`config.mk`:
```
export PLATFORM = sky130hd
export DESIGN_NAME = fb_line_scheduler
export DESIGN_NICKNAME = d
export VERILOG_FILES = /design/src/rtl/fb_line_scheduler.sv
export SDC_FILE = /design/constraint.sdc
export NUM_CORES = 1
export LEC_CHECK = 0
export ABC_CLOCK_PERIOD_IN_PS = 11100
export CORE_MARGIN = 3
export CORE_UTILIZATION = 40
export CTS_CLUSTER_DIAMETER = 30
export CTS_CLUSTER_SIZE = 25
export DETAILED_ROUTE_END_ITERATION = 6
export HOLD_SLACK_MARGIN = 0.05
export PLACE_DENSITY = 0.85
export SYNTH_ARGS = -nofsm -noshare
export SYNTH_HDL_FRONTEND = slang
export SYNTH_SLANG_ARGS = --single-unit
```
`constraint.sdc`:
```
create_clock -name clk_pix -period 11.1 [get_ports clk_pix]
set_clock_uncertainty 0.05 [all_clocks]
set_input_delay 1.665 -clock clk_pix [delete_from_list [all_inputs] [get_ports clk_pix]]
set_output_delay 1.665 -clock clk_pix [all_outputs]
set_load 0.05 [all_outputs]
```
`src/rtl/fb_line_scheduler.sv`:
```
// Framebuffer line prefetch scheduler: fetches the next active line into the
// idle half of a ping-pong line buffer during hblank, swaps halves at line end,
// and hands spare memory cycles to a lower-priority pixel writer.
// Ports: clk_pix/rst; sx/sy beam position; wr_* writer valid/ready port;
//   mem_* single-port memory command and read return; lb_* line buffer write;
//   disp_bank scanout half; underrun sticky late-fetch flag.
module fb_line_scheduler #(
  parameter int H_RES = 800,
  parameter int V_RES = 525,
  parameter int X_RES = 640,
  parameter int Y_RES = 480,
  parameter int DW    = 16,
  parameter int AW    = 19
) (
  input  logic          clk_pix,
  input  logic          rst,
  input  logic [9:0]    sx,
  input  logic [9:0]    sy,
  input  logic          wr_valid,
  output logic          wr_ready,
  input  logic [AW-1:0] wr_addr,
  input  logic [DW-1:0] wr_data,
  output logic          mem_req,
  output logic          mem_we,
  output logic [AW-1:0] mem_addr,
  output logic [DW-1:0] mem_wdata,
  input  logic          mem_ready,
  input  logic          mem_rvalid,
  input  logic [DW-1:0] mem_rdata,
  output logic          lb_we,
  output logic          lb_bank,
  output logic [9:0]    lb_addr,
  output logic [DW-1:0] lb_wdata,
  output logic          disp_bank,
  output logic          underrun
);

  typedef enum logic [1:0] {
    IDLE,
    FETCH,
    WAIT,
    DRAIN
  } state_t;

  state_t        state;
  state_t        state_nx;
  logic [9:0]    issue_cnt;
  logic [9:0]    rcv_cnt;
  logic [9:0]    rcv_next;
  logic [AW-1:0] base;
  logic [AW-1:0] base_nx;
  logic [AW-1:0] ny_w;
  logic [9:0]    next_y;
  logic          needed;
  logic          fetch_start;
  logic          swap;
  logic          busy;
  logic          rcv_inc;

  assign next_y = (sy == 10'(V_RES - 1)) ? 10'd0 : sy + 10'd1;
  assign needed = next_y < 10'(Y_RES);
  assign fetch_start = (sx == 10'(X_RES)) && needed;
  assign swap = (sx == 10'(H_RES - 1)) && needed;
  assign busy = (state == FETCH) || (state == WAIT);
  assign ny_w = AW'(next_y);

  generate
    if (X_RES == 640) begin : g_shift
      assign base_nx = (ny_w << 9) + (ny_w << 7);
    end else begin : g_mul
      assign base_nx = ny_w * AW'(X_RES);
    end
  endgenerate

  // returns are dropped in IDLE so stale data after reset never counts
  assign rcv_inc = mem_rvalid && (state != IDLE);
  assign rcv_next = rcv_cnt + {9'd0, rcv_inc};

  always_comb begin
    state_nx  = state;
    wr_ready  = 1'b0;
    mem_req   = 1'b0;
    mem_we    = 1'b0;
    mem_addr  = '0;
    mem_wdata = '0;
    lb_we     = 1'b0;
    lb_bank   = 1'b0;
    lb_addr   = '0;
    lb_wdata  = '0;
    unique case (state)
      IDLE: begin
        wr_ready = mem_ready && !fetch_start;
        // no write command in the trigger cycle: it would reach
        // memory without the writer seeing a handshake
        if (wr_valid && !fetch_start) begin
          mem_req   = 1'b1;
          mem_we    = 1'b1;
          mem_addr  = wr_addr;
          mem_wdata = wr_data;
        end
        if (fetch_start) state_nx = FETCH;
      end
      FETCH: begin
        mem_req  = 1'b1;
        mem_addr = base + AW'(issue_cnt);
        if (mem_ready && issue_cnt == 10'(X_RES - 1))
          state_nx = WAIT;
      end
      WAIT: begin
        if (rcv_next == 10'(X_RES)) state_nx = IDLE;
      end
      DRAIN: begin
        if (rcv_next == issue_cnt) state_nx = IDLE;
      end
      default: state_nx = IDLE;
    endcase
    if (swap && busy) state_nx = DRAIN;
    if (busy && mem_rvalid) begin
      lb_we    = 1'b1;
      lb_bank  = ~disp_bank;
      lb_addr  = rcv_cnt;
      lb_wdata = mem_rdata;
    end
  end

  always_ff @(posedge clk_pix) begin
    if (rst) begin
      state     <= IDLE;
      issue_cnt <= '0;
      rcv_cnt   <= '0;
      base      <= '0;
      disp_bank <= 1'b0;
      underrun  <= 1'b0;
    end else begin
      state <= state_nx;
      if (state == IDLE && fetch_start) begin
        base      <= base_nx;
        issue_cnt <= '0;
        rcv_cnt   <= '0;
      end else begin
        if (state == FETCH && mem_ready)
          issue_cnt <= issue_cnt + 10'd1;
        if (rcv_inc) rcv_cnt <= rcv_next;
      end
      if (swap) begin
        disp_bank <= ~disp_bank;
        if (busy) underrun <= 1'b1;
      end
      if (fetch_start && state == DRAIN) underrun <= 1'b1;
    end
  end

endmodule

```
[Word-level counts from Yosys, hierarchy flattened]
Index checks and enable logic that the tools add are counted.
Cells by class
  bitwise operators: 1
  $lt $le $gt $ge: 1
  reductions and logical operators: 20
  add/sub/neg operators: 5
  mux-type cells: 22
  equality and inequality tests: 13
Operator list (count)
  $eq A10 B10 Y1 const B: 5
  $mux W16: 3
  $pmux W19 S2: 1
  $add A10 B1 Y10 const B: 2
  $mux W10: 2
  $add A19 B10 Y19: 1
  $add A19 B17 Y19: 1
  $mux W19: 1
  $logic_and A1 B1 Y1: 11
  $add A10 B1 Y10: 1
  $eq A10 B10 Y1: 1
  $lt A10 B9 Y1 const B: 1
  $mux W2: 5
  $ne A3 B3 Y1 const B: 3
  $mux W1: 8
  $pmux W2 S4: 1
  $reduce_bool A2 Y1: 3
  $eq A2 B2 Y1 const B: 2
  $reduce_and A4 Y1: 1
  $ne A3 B1 Y1 const B: 1
  $eq A2 B1 Y1 const B: 1
  $logic_not A2 Y1: 1
  $pmux W1 S2: 1
  $reduce_and A2 Y1: 1
  4 further kinds: 4
Storage, ports and cells
  flip-flop bits (word level): 43
  bits of input ports: 76
  logic and storage cells: 68

[Longest topological paths before layout]
  depth in word-level cells: 8
  depth in mapped cells: 14

[Worst setup path before layout]
No wires, ideal clock.
  kind: in2out
  start: in sy[0]
  end: out mem_addr[0]
  cell stages on the path: 8
  path slack: 5.493 ns
  arrival: 3.892 ns
  cell sequence: ha_1 -> and3b_1 -> a2bb2oi_1 -> o2111ai_1 -> o21a_1 -> and2_2 -> clkbuf_1 -> a22o_1
On the way
  longest elaborated chain between the ends: 8
  elaborated cells between the ends (all ways): 9
RTL lines
  start, declared: RTL line 18  | input logic [9:0] sy,
  $add A10 B1 Y10 or $eq A10 B10 Y1 (tied branches): RTL line 60  | assign next_y = (sy == 10'(V_RES - 1)) ? 10'd0 : sy + 10'd1;
  $mux W10 (*): RTL line 60
  $lt A10 B9 Y1 (*): RTL line 61  | assign needed = next_y < 10'(Y_RES);
  $logic_and A1 B1 Y1 (*): RTL line 62  | assign fetch_start = (sx == 10'(X_RES)) && needed;
  $logic_not A1 Y1 (*): RTL line 95  | if (wr_valid && !fetch_start) begin
  $logic_and A1 B1 Y1 (*): RTL line 95
  $mux W19 (*): RTL line 95
  $pmux W19 S2 (*): RTL line 90  | unique case (state)
  end, declared: RTL line 25  | output logic [AW-1:0] mem_addr,
Mark *: on every way between the ends. The rest lies on a longest branch, timed or not.

[Worst setup path after layout]
  start: in sy[0]
  end: out mem_addr[11]
Same word-level chain as after synthesis.

==> flow_metrics.py <==
metrics = {
    "critical_path": {
        "endpoint_kind": "primary output",
        "required_ps": 9390,
        "path_max_fanout": 21,
        "cp.arrival_ps": 5260,
        "critPathLaunchType": "input port",
        "worstSetupPathType": "in2out",
    },
    "drt": {
        "finalWirelength_um": 10100,
        "drc": 0,
        "wl_per_cell_um": 15.1,
        "antenna_left": 0,
        "viasPerCell": 5.45,
        "dr.pass1.iters": 4,
        "vias": 3649,
        "drt_iter0_drc": 106,
    },
    "sta": {
        "timing.final.crit_share_pct": 62.8,
        "hold_viol_final": 0,
        "clock.fmax_mhz": 143,
        "setup_viol": 0,
        "finalMaxSlewViolations": 0,
        "fin_hold_ws_ps": 442,
        "slew_headroom_pct": 35.6,
        "grt_setup_unrepaired": "no",
        "worst_slew_pin_slew_ps": 965,
        "min_period_ps": 6970,
        "tns_ps": 0,
    },
    "global_routing": {
        "overflow": 0,
        "grt_pass1_wl_um": 16600,
        "antenna_found_initial": 0,
        "grt_pass1_vias": 3535,
        "track_usage_pct": 20.3,
        "grt_max_degree": 29,
    },
    "final_layout": {
        "area_growth_pct": 44.2,
        "utilization_pct": 59.9,
        "layout_common_cells": "clkdlybuf4s50_1, nor2_1, and3_1",
        "fin_area_um2": 4950,
        "nets": 662,
        "diodes": 0,
        "drive_gt1_share_pct": 4.79,
        "final_common_cell": "clkdlybuf4s50_1",
    },
    "clock_network": {
        "holdBufCountCts": 0,
        "clock-sinks": 36,
        "clk_pin_slew_worst_paths_ps": 70,
        "cts_buffer_depth": 2,
        "cts_root_buffer": "clkbuf_8",
        "cts_resized": 0,
        "htree_num_levels": 2,
        "cts_setup_buffers": 0,
        "insertion_delay_ps": 290,
        "cts_buffers": 5,
        "cts_tree": "built",
    },
    "power": {
        "ir_drop_mv": 0.0369,
        "p_leak_nw": 2.00,
        "p_per_area_nw_per_um2": 69.6,
    },
    "floorplanning": {
        "io_pins": 144,
        "initial_core_util_pct": 41.5,
        "die_w_um": 98.6,
        "rows": 33,
        "die_area_um2": 9720,
        "core_area_um2": 8260,
        "dieHeight_um": 98.6,
    },
    "place": {
        "place_congestion": 0.996,
        "numPortBuffers": 143,
        "postPlaceCellArea_um2": 4850,
        "hpwl_um": 7980,
    },
    "run": {
        "maxCapViolations": 0,
    },
    "synth": {
        "syn_area_per_cell_um2": 7.74,
        "async_flop_share_pct": 0,
        "synth_seq_cells": 36,
        "synth-seq-area-share_pct": 21.0,
        "synth_fp_nets": 541,
        "yosysWarnings": 0,
        "syn_area_um2": 3430,
        "synth-main-ff-cell": "dfxtp_1",
        "synth_edf_count": 0,
        "syn-instance-count": 443,
        "ys_types": 58,
    },
    "status": {
        "status": "completed",
    },
    "hold_path": {
        "hold_path.class": "reg2reg",
    },
}
cells by family after synthesis:
group           synth area share, %
flops                          21.0
fa+ha+maj                      8.46
buf+inv                        5.69
simple gates                   33.8
compound gates                 15.9
xor+xnor                       13.7
mux                            1.46
state kept, by name, summed over array words and instances (netlist names):
name and count:
underrun 1, disp_bank 1, base 12, state 2, issue_cnt 10, rcv_cnt 10
final timing paths:
path         slack, ps  cells after the start     start           end
max reg2reg       6940                     12  state[0]      state[1]
min                440                      2  base[15]      base[15]
max               4130                      9     sy[0]  mem_addr[11]
min reg2reg        440                      2  base[15]      base[15]
per-stage QoR:
stage | setup slack [ps] | total power [mW] | cells
finish | 4130 | 0.344 | 669
floorplan | 5490 | 0.196 | 443
detailed placement | 4160 | 0.245 | 662
global placement | 4350 | 0.243 | 662
global route | 3920 | 0.362 | 669
CTS | 4150 | 0.345 | 669
metal layers:
metal  share of wire [%]  track usage, %
met5                   0               0
met4                 2.1            8.09
met3                 4.9            3.68
met2                  51            35.5
met1                  42            24.6
cell type report:
class | instances | area [um2]
Clock buffer | 7 | 96.3
Inverter | 14 | 52.6
Timing Repair Buffer | 143 | 1430
Multi-Input combinational cell | 364 | 2510
Tap cell | 105 | 131
Sequential cell | 36 | 721
Fill cell | 735 | 3310
synthesized netlist by cell type (3+ instances only):
master,n,area [um2]
a22o_1,19,166
nor2b_1,5,31.3
dfxtp_1,36,721
nor2_1,45,169
a21oi_1,18,90.1
buf_6,3,33.8
o21ai_0,7,35.0
nand3_1,18,90.1
nand2_1,38,143
nor3_1,5,25.0
a31oi_1,5,31.3
ha_1,20,250
a21o_1,4,30.0
and3_2,8,60.1
or2_2,3,18.8
o2111ai_1,3,26.3
and3_1,40,250
and4_1,4,35.0
inv_1,13,48.8
nand3b_1,3,22.5
xor2_1,21,184
and2_1,4,25.0
buf_2,6,30.0
xnor2_1,30,263
nand4_1,12,75.1
nor3b_1,3,22.5
clkbuf_1,19,71.3
mux2i_1,5,50.1
a211oi_1,4,30.0
nor4_1,5,31.3
report_power, final:
part / internal, mW / switching (mW) / total (mW)
logic: 0.0541 / 0.0589 / 0.113
registers: 0.129 / 0.0000329 / 0.129
clock network: 0.0553 / 0.0467 / 0.102
worst max-delay path, stage by stage:
cell and delay, ps:
clkdlybuf4s50_1 600, ha_1 310, and3b_1 190, a2bb2oi_1 80, o2111ai_1 330, o21a_1 500, and2_2 520, a22o_1 230
clkdlybuf4s50_1 820
Note: power is estimated with default switching activity, not from simulation.
